<file path="config.mk">
export PLATFORM = sky130hd
export DESIGN_NAME = pkt_reader
export DESIGN_NICKNAME = d
export VERILOG_FILES = /design/src/rtl/pkt_reader_pkg.sv /design/src/rtl/pkt_reader.sv
export SDC_FILE = /design/constraint.sdc
export NUM_CORES = 1
export LEC_CHECK = 0
export CELL_PAD_IN_SITES_DETAIL_PLACEMENT = 0
export CELL_PAD_IN_SITES_GLOBAL_PLACEMENT = 1
export CORE_MARGIN = 4
export CORE_UTILIZATION = 39
export DETAILED_ROUTE_END_ITERATION = 8
export PLACE_DENSITY = 0.86
export SYNTH_ARGS = -nofsm -noshare
export SYNTH_HDL_FRONTEND = slang
export SYNTH_SLANG_ARGS = --single-unit
export TNS_END_PERCENT = 100
</file>
<file path="constraint.sdc">
create_clock -name clk -period 5.5 [get_ports clk]
set_input_delay 1.1 -clock clk [delete_from_list [all_inputs] [get_ports clk]]
set_output_delay 1.1 -clock clk [all_outputs]
set_load 0.1 [all_outputs]
</file>
<file path="src/rtl/pkt_reader_pkg.sv">
// Shared types and helpers for the FIFO pop-side packet reader.
package pkt_reader_pkg;

    typedef enum logic [1:0] {
        StIdle,
        StRecv,
        StDrain,
        StHold
    } state_e;

    // Position of the end-of-packet flag within a FIFO word.
    function automatic int unsigned last_bit(input int unsigned data_width);
        return data_width;
    endfunction

endpackage

</file>
<file path="src/rtl/pkt_reader.sv">
// Pops words from a FIFO, assembles packets and emits one descriptor
// (length, modular sum, oversize error) per packet with a running count.
module pkt_reader
    import pkt_reader_pkg::*;
#(
    parameter int unsigned DATA_WIDTH  = 32,
    parameter int unsigned MAX_PKT_LEN = 16,
    parameter int unsigned CNT_WIDTH   = 16,
    localparam int unsigned LenW       = $clog2(MAX_PKT_LEN + 1)
) (
    input  logic                  clk,
    input  logic                  rst,
    input  logic                  enable_i,
    input  logic [DATA_WIDTH:0]   pop_data_i,
    input  logic                  pop_valid_i,
    output logic                  pop_grant_o,
    output logic                  desc_valid_o,
    input  logic                  desc_grant_i,
    output logic [LenW-1:0]       desc_len_o,
    output logic [DATA_WIDTH-1:0] desc_sum_o,
    output logic                  desc_err_o,
    output logic [CNT_WIDTH-1:0]  pkt_cnt_o
);

    localparam int unsigned    LastBit = last_bit(DATA_WIDTH);
    localparam logic [LenW-1:0] MaxLen = LenW'(MAX_PKT_LEN);

    state_e                  state_q, state_d;
    logic [LenW-1:0]         len_q, len_d;
    logic [DATA_WIDTH-1:0]   sum_q, sum_d;
    logic                    err_q, err_d;
    logic [CNT_WIDTH-1:0]    cnt_q, cnt_d;

    logic                    accept;
    logic                    last;
    logic [DATA_WIDTH-1:0]   payload;

    assign last    = pop_data_i[LastBit];
    assign payload = pop_data_i[DATA_WIDTH-1:0];

    always_comb begin
        pop_grant_o = 1'b0;
        unique case (state_q)
            StIdle:  pop_grant_o = enable_i;
            StRecv:  pop_grant_o = 1'b1;
            StDrain: pop_grant_o = 1'b1;
            StHold:  pop_grant_o = 1'b0;
            default: pop_grant_o = 1'b0;
        endcase
    end

    assign accept = pop_valid_i && pop_grant_o;

    always_comb begin
        state_d      = state_q;
        len_d        = len_q;
        sum_d        = sum_q;
        err_d        = err_q;
        cnt_d        = cnt_q;
        desc_valid_o = 1'b0;
        unique case (state_q)
            StIdle: begin
                if (accept) begin
                    len_d   = LenW'(1);
                    sum_d   = payload;
                    err_d   = 1'b0;
                    state_d = last ? StHold : StRecv;
                end
            end
            StRecv: begin
                if (accept) begin
                    if (len_q < MaxLen) begin
                        len_d   = len_q + LenW'(1);
                        sum_d   = sum_q + payload;
                        state_d = last ? StHold : StRecv;
                    end else begin
                        // Overflow word is dropped; len/sum stay at the saturated values.
                        err_d   = 1'b1;
                        state_d = last ? StHold : StDrain;
                    end
                end
            end
            StDrain: begin
                if (accept && last) begin
                    state_d = StHold;
                end
            end
            StHold: begin
                desc_valid_o = 1'b1;
                if (desc_grant_i) begin
                    cnt_d   = cnt_q + CNT_WIDTH'(1);
                    state_d = StIdle;
                end
            end
            default: state_d = StIdle;
        endcase
    end

    always_ff @(posedge clk) begin
        if (rst) begin
            state_q <= StIdle;
            len_q   <= '0;
            sum_q   <= '0;
            err_q   <= 1'b0;
            cnt_q   <= '0;
        end else begin
            state_q <= state_d;
            len_q   <= len_d;
            sum_q   <= sum_d;
            err_q   <= err_d;
            cnt_q   <= cnt_d;
        end
    end

    assign desc_len_o = len_q;
    assign desc_sum_o = sum_q;
    assign desc_err_o = err_q;
    assign pkt_cnt_o  = cnt_q;

endmodule

</file>
==> flow_summary.json <==
{
  "cap_violations": 0,
  "synth_edf_count": 0,
  "critical_path.top_delay_family": "buffers and inverters",
  "ys_async_sr_fraction_pct": 0,
  "holdBufCountCts": 0,
  "area_growth_pct": 25.3,
  "first_global_vias": 4119,
  "first_pass_iters": 5,
  "r2r-start": "state_q[0]",
  "ys_top_cells_by_count": "nor2_1 (71), dfxtp_1 (56), a21oi_1 (54), nand2_1 (43), ha_1 (37)",
  "synth_top_area_share_pct": 25.8,
  "antenna_found_initial": 0,
  "postCtsSetupBuffers": 0,
  "fin_crit_sh_pct": 71.3,
  "synthCells": 547,
  "clockBufferDepth": 2,
  "rsz0062_at_grt": "false",
  "dp_hpwl_mm": 8.72,
  "slowest_stage": "clkdlybuf4s50_1",
  "yosys_warnings": 0,
  "fin_nets": 698,
  "pre_cts_ws_ns": 1.53,
  "slew_viol_final": 0,
  "max_stage_delay_ns": 1.12,
  "gp_congestion": 0.840,
  "root_buffer": "clkbuf_8",
  "crit_start": "enable_i",
  "die_x_um": 114,
  "grt_usage_pct": 18.1,
  "fmax_mhz": 255,
  "critPathKind": "in2out",
  "finalHoldViolCount": 0,
  "cts_tree": "yes",
  "power.density_nw_per_um2": 538,
  "leakage_nw": 2.13,
  "drc": 0,
  "outcome": "complete, no violations",
  "tightest_slew_ns": 1.04,
  "io_pins": 94,
  "peakVddDrop_mv": 0.272,
  "netlist_area_um2": 4350,
  "first_iter_violations": 257,
  "synth_area_leader_cell": "dfxtp_1",
  "numCtsBuffers": 5,
  "arrival_ns": 2.82,
  "hold_path.class": "reg2reg",
  "min_period_ns": 3.92,
  "ys_seq_elements": 56,
  "seq_area_frac_synth_pct": 25.8,
  "grt_pass1_wl_mm": 19.6,
  "clock_latency_ns": 0.33,
  "syn-mean-instance-area_um2": 7.96,
  "hold_path.startpoint": "desc_sum_o[2]",
  "n_fill_cell": 1090,
  "drt_wl_total_mm": 11.8,
  "n_antenna_cell": 0,
  "yosys-top-cells-area": "dfxtp_1 (26%), ha_1 (11%), a21oi_1 (6.2%)",
  "ant_nets": 0,
  "fin_skew_ns": 0.00902,
  "slew_headroom_pct": 30.5,
  "cp.required_ns": 4.40,
  "numPortBuffers": 93,
  "grt_overflow": 0,
  "die_area_um2": 12900,
  "cts.reportedPaths.clkPinSlew_ns": 0.11,
  "critPathMaxFanout": 2,
  "core_um2": 10900,
  "via_per_inst": 5.55,
  "cpMostUsedCell": "clkdlybuf4s50_1",
  "final.setup.worst_slack_ns": 1.58,
  "grt_max_degree": 55,
  "die_h_um": 114,
  "setup_viol": 0,
  "ys.flop_type": "dfxtp_1",
  "postCtsResizedCells": 0,
  "vias": 4235,
  "synth_cell_types": 59,
  "fin_setup_tns_ns": 0,
  "synth.most_common_cell": "nor2_1",
  "htree_levels": 2,
  "synthesis.nets": 623,
  "rows": 38,
  "crit_path_start_kind": "input port",
  "path_cells": "clkdlybuf4s50_1 -> mux2_2 -> clkdlybuf4s50_1",
  "cp-end-kind": "output pin",
  "initial_utilization_pct": 40.0,
  "cts_sinks": 56,
  "wire_per_inst_um": 15.5,
  "drive_gt1_share_pct": 4.33,
  "path_buf_inv": 2
}
[cells by family after synthesis]
| group | after synthesis | share of synthesized area, % |
|---|---|---|
| flip-flops | 56 | 25.8 |
| AND/OR/NAND/NOR | 179 | 19.3 |
| adder cells (fa/ha/maj) | 38 | 11.1 |
| buffers and inverters | 41 | 3.91 |
| AO/OA/AOI/OAI | 173 | 27.3 |
| XOR/XNOR | 41 | 8.25 |
| multiplexers | 19 | 4.40 |
[state kept, by name (all words and copies together) (netlist names)]
register and count:
desc_len_o 5, desc_err_o 1, desc_sum_o 32, state_q 2, pkt_cnt_o 16
[area by class of cell]
type	count	area, µm²	share of cell area, %
repair buffers	96	948	17.4
clock buffers	6	72.6	1.33
flip-flops and latches	56	1120	20.6
inverters	13	48.8	0.895
well taps	140	175	3.21
multi-input cells	450	3070	56.3
clock inverters	2	16.3	0.298
[worst reg2reg max path: cells and delay by family, from the launching register on]
family / cells / cell delay, ns
adder cells (fa/ha/maj): 1 / 0.30
flip-flops: 1 / 0.38
multiplexers: 1 / 0.27
AO/OA/AOI/OAI: 3 / 1.09
buffers and inverters: 2 / 0.50
AND/OR/NAND/NOR: 2 / 0.34
[power by group]
group	internal (W)	total [W]	leakage, nW	switching, W
Combinational	0.000669	0.00211	1.63	0.00144
Clock	0.0000913	0.000245	0.0414	0.000153
Sequential	0.000496	0.000574	0.456	0.0000780
Total	0.00126	0.00293	2.13	0.00167
[path summary, 6_finish.rpt]
check,slack [ns],endpoint,depth (start not counted)
setup / recovery,1.58,pop_grant_o,3
hold / removal,0.49,desc_sum_o[2],2
setup reg to reg,2.54,desc_sum_o[4],9
hold reg to reg,0.49,desc_sum_o[2],2
[per-layer routing]
layer  GRT usage [%]  routed length (µm)  vias to the layer above
li1                -                   -                     2141
met1            24.5                5670                     1996
met4            5.69                 182                        0
met2            29.6                5460                       86
met5               0                   0                        -
met3            3.02                 496                       12
[through the flow]
stage	utilization [%]	cell area, µm²	hold slack (ns)	total power (W)	instances
2_1_floorplan	-	4350	0.545	0.00225	547
3_3_place_gp	49.3	5360	0.471	0.00267	755
4_1_cts	50.1	5450	0.494	0.00295	763
6_report	50.1	5450	0.492	0.00293	763
3_5_place_dp	49.3	5360	0.479	0.00269	755
5_1_grt	50.1	5450	0.521	0.00313	763
[placed cells by master (no fill, tap or decap), types with 9 or more instances in the layout]
master           instances
mux2i_1                 18
clkdlybuf4s50_1         92
a21o_1                  15
o21ai_0                 22
nand3_1                 11
xnor2_1                 19
nand4_1                  9
a211oi_1                26
inv_1                   13
xor2_1                  22
nor2_1                  71
a21oi_1                 54
ha_1                    36
dfxtp_1                 56
nand2_1                 43
Note: power is estimated with default switching activity, not from simulation.
==> variant (config.mk and constraints unchanged) <==
The 4 states of `state_e` get a Gray code encoding in 2 bits.
--- a/src/rtl/pkt_reader_pkg.sv
+++ b/src/rtl/pkt_reader_pkg.sv
@@ -2,10 +2,10 @@
 package pkt_reader_pkg;
 
     typedef enum logic [1:0] {
-        StIdle,
-        StRecv,
-        StDrain,
-        StHold
+        StIdle  = 2'b00,
+        StRecv  = 2'b01,
+        StDrain = 2'b11,
+        StHold  = 2'b10
     } state_e;
 
     // Position of the end-of-packet flag within a FIFO word.
Function: no difference found for any inputs over 10 cycles, from zero or initial values and one cycle with rst high; not proved beyond that.
==> variant against the original RTL <==
  * Wire length grew 1.0%
  * Setup slack worse by 96 ps
  * First-iteration DRC count down 12%
  * Critical path type unchanged
  * Cell area decreased by 4.7%
  * Via count decreased by 2.8%
  * Register-to-register slack worse by 60 ps
  * Sequential cell count did not move
  * Area after synthesis is 5.9% lower
  * Largest cell class unchanged
Power is not compared: it rests on default switching activity, and its combinational part moved more than twofold at a synthesized area within 25%.
==> variant: results (changes against the original RTL) <==
* Status: completed
* Post-cts sizing count at 0 (unchanged)
* Largest cells by area after synthesis: dfxtp_1, ha_1, nand2_1
* Slew HR at 0.327 (+0.0216)
* Via-to-Cell Ratio at 5.58 (+0.62%)
* Design Area, Final at 5200 sq um (-4.7%)
* Vias at 4,116 (-2.8%)
* Max FO, Critical Path at 4 (+2)
* Worst Reg2Reg Path Length in Cells at 10 (+1)
* Synth unique cells at 56 (-5.1%)
* WL final at 11,900 microns (+1.0%)
* Layout cell share with drive strength beyond 1 at 0.0383 (-0.00507)
* Largest net degree at the start of global routing at 43 (-22%)
* Global-route wire length before repair at 20,200 microns (+3.2%)
* Layout Skew at 9.78 ps (+0.761 ps)
* Setup slack at placement at 1280 ps (-246 ps)
* Total GRT Usage at 0.193 (+0.0120)
* Slowest stage cell, crit path: clkdlybuf4s50_1
* Placed cell count at 729 (-3.4%)
* Fin nets at 672 (-3.7%)
* Synthesized area per cell at 7.80 sq um (-2.0%)
* Worst path arrival time at 2920 ps (+100 ps)
* Synth cell count leaders: nand2_1, dfxtp_1, a21oi_1, nor2_1, ha_1
* Fill cells at 1,038 (-4.8%)
* Post-Syn Nets at 597 (-4.2%)
* P_leak at 2.03 nW
* RePlAce Congestion at 0.880 (+4.7%)
* HPWL Detailed at 8830 microns (+1.3%)
* Async S/R FF share, synth at 0 (unchanged)
* YS warnings at 0 (unchanged)
* DR iter-0 viols at 226 (-12%)
* Reg clk slew, reported paths at 110 ps (about the same)
* Placed Area at 5110 sq um (-4.8%)
* Seq/Total Area, Yosys at 0.274 (+0.0161)
variant: changes by cell type after synthesis, moves of 8 or more:
cell and delta:
a211oi_1 -19, buf_2 -8, clkbuf_1 +10, mux2i_1 -14
nand2_1 +29, nor2_1 -28, o21ai_0 +9, o221ai_1 +20
variant: power by group:
| group | leakage, nW | internal [W] | total, W | switching (W) |
|---|---|---|---|---|
| Sequential | 0.456 | 0.000426 | 0.000445 | 0.0000184 |
| Combinational | 1.54 | 0.000165 | 0.000505 | 0.000339 |
| Clock | 0.0414 | 0.0000914 | 0.000242 | 0.000150 |
| Total | 2.03 | 0.000683 | 0.00119 | 0.000508 |
variant: cells by family after synthesis:
logic type | Yosys count | share of synthesized area
and+or+nand+nor | 184 | 0.210
AOI/OAI and AO/OA | 170 | 0.281
DFF | 56 | 0.274
buffers and inverters | 40 | 0.0406
xor gates and xnor gates | 37 | 0.0791
adders and majority gates | 34 | 0.106
muxes | 4 | 0.00978
variant: routing by layer:
metal,share of wire,global-route usage
met1,0.47,0.258
met2,0.47,0.329
met3,0.048,0.0301
met4,0.0094,0.0427
met5,0,0
variant: final cells by class:
type                    count  area share
clock buffers               6      0.0140
flip-flops and latches     56       0.216
inverters                   9     0.00650
repair buffers             99       0.188
multi-input cells         429       0.540
well taps                 136      0.0327
clock inverters             2     0.00313
variant: worst paths after layout:
kind | slack [ps] | to | startpoint
min reg2reg | 470 | desc_sum_o[9] | desc_sum_o[9]
min | 470 | desc_sum_o[9] | desc_sum_o[9]
max | 1480 | pop_grant_o | enable_i
max reg2reg | 2480 | desc_sum_o[30] | desc_sum_o[0]
variant: tightest hold or removal path: cells and delay by family (launching register included):
| family | cells | cell delay, ps |
|---|---|---|
| AND/OR/NAND/NOR | 2 | 100 |
| flip-flops | 1 | 340 |
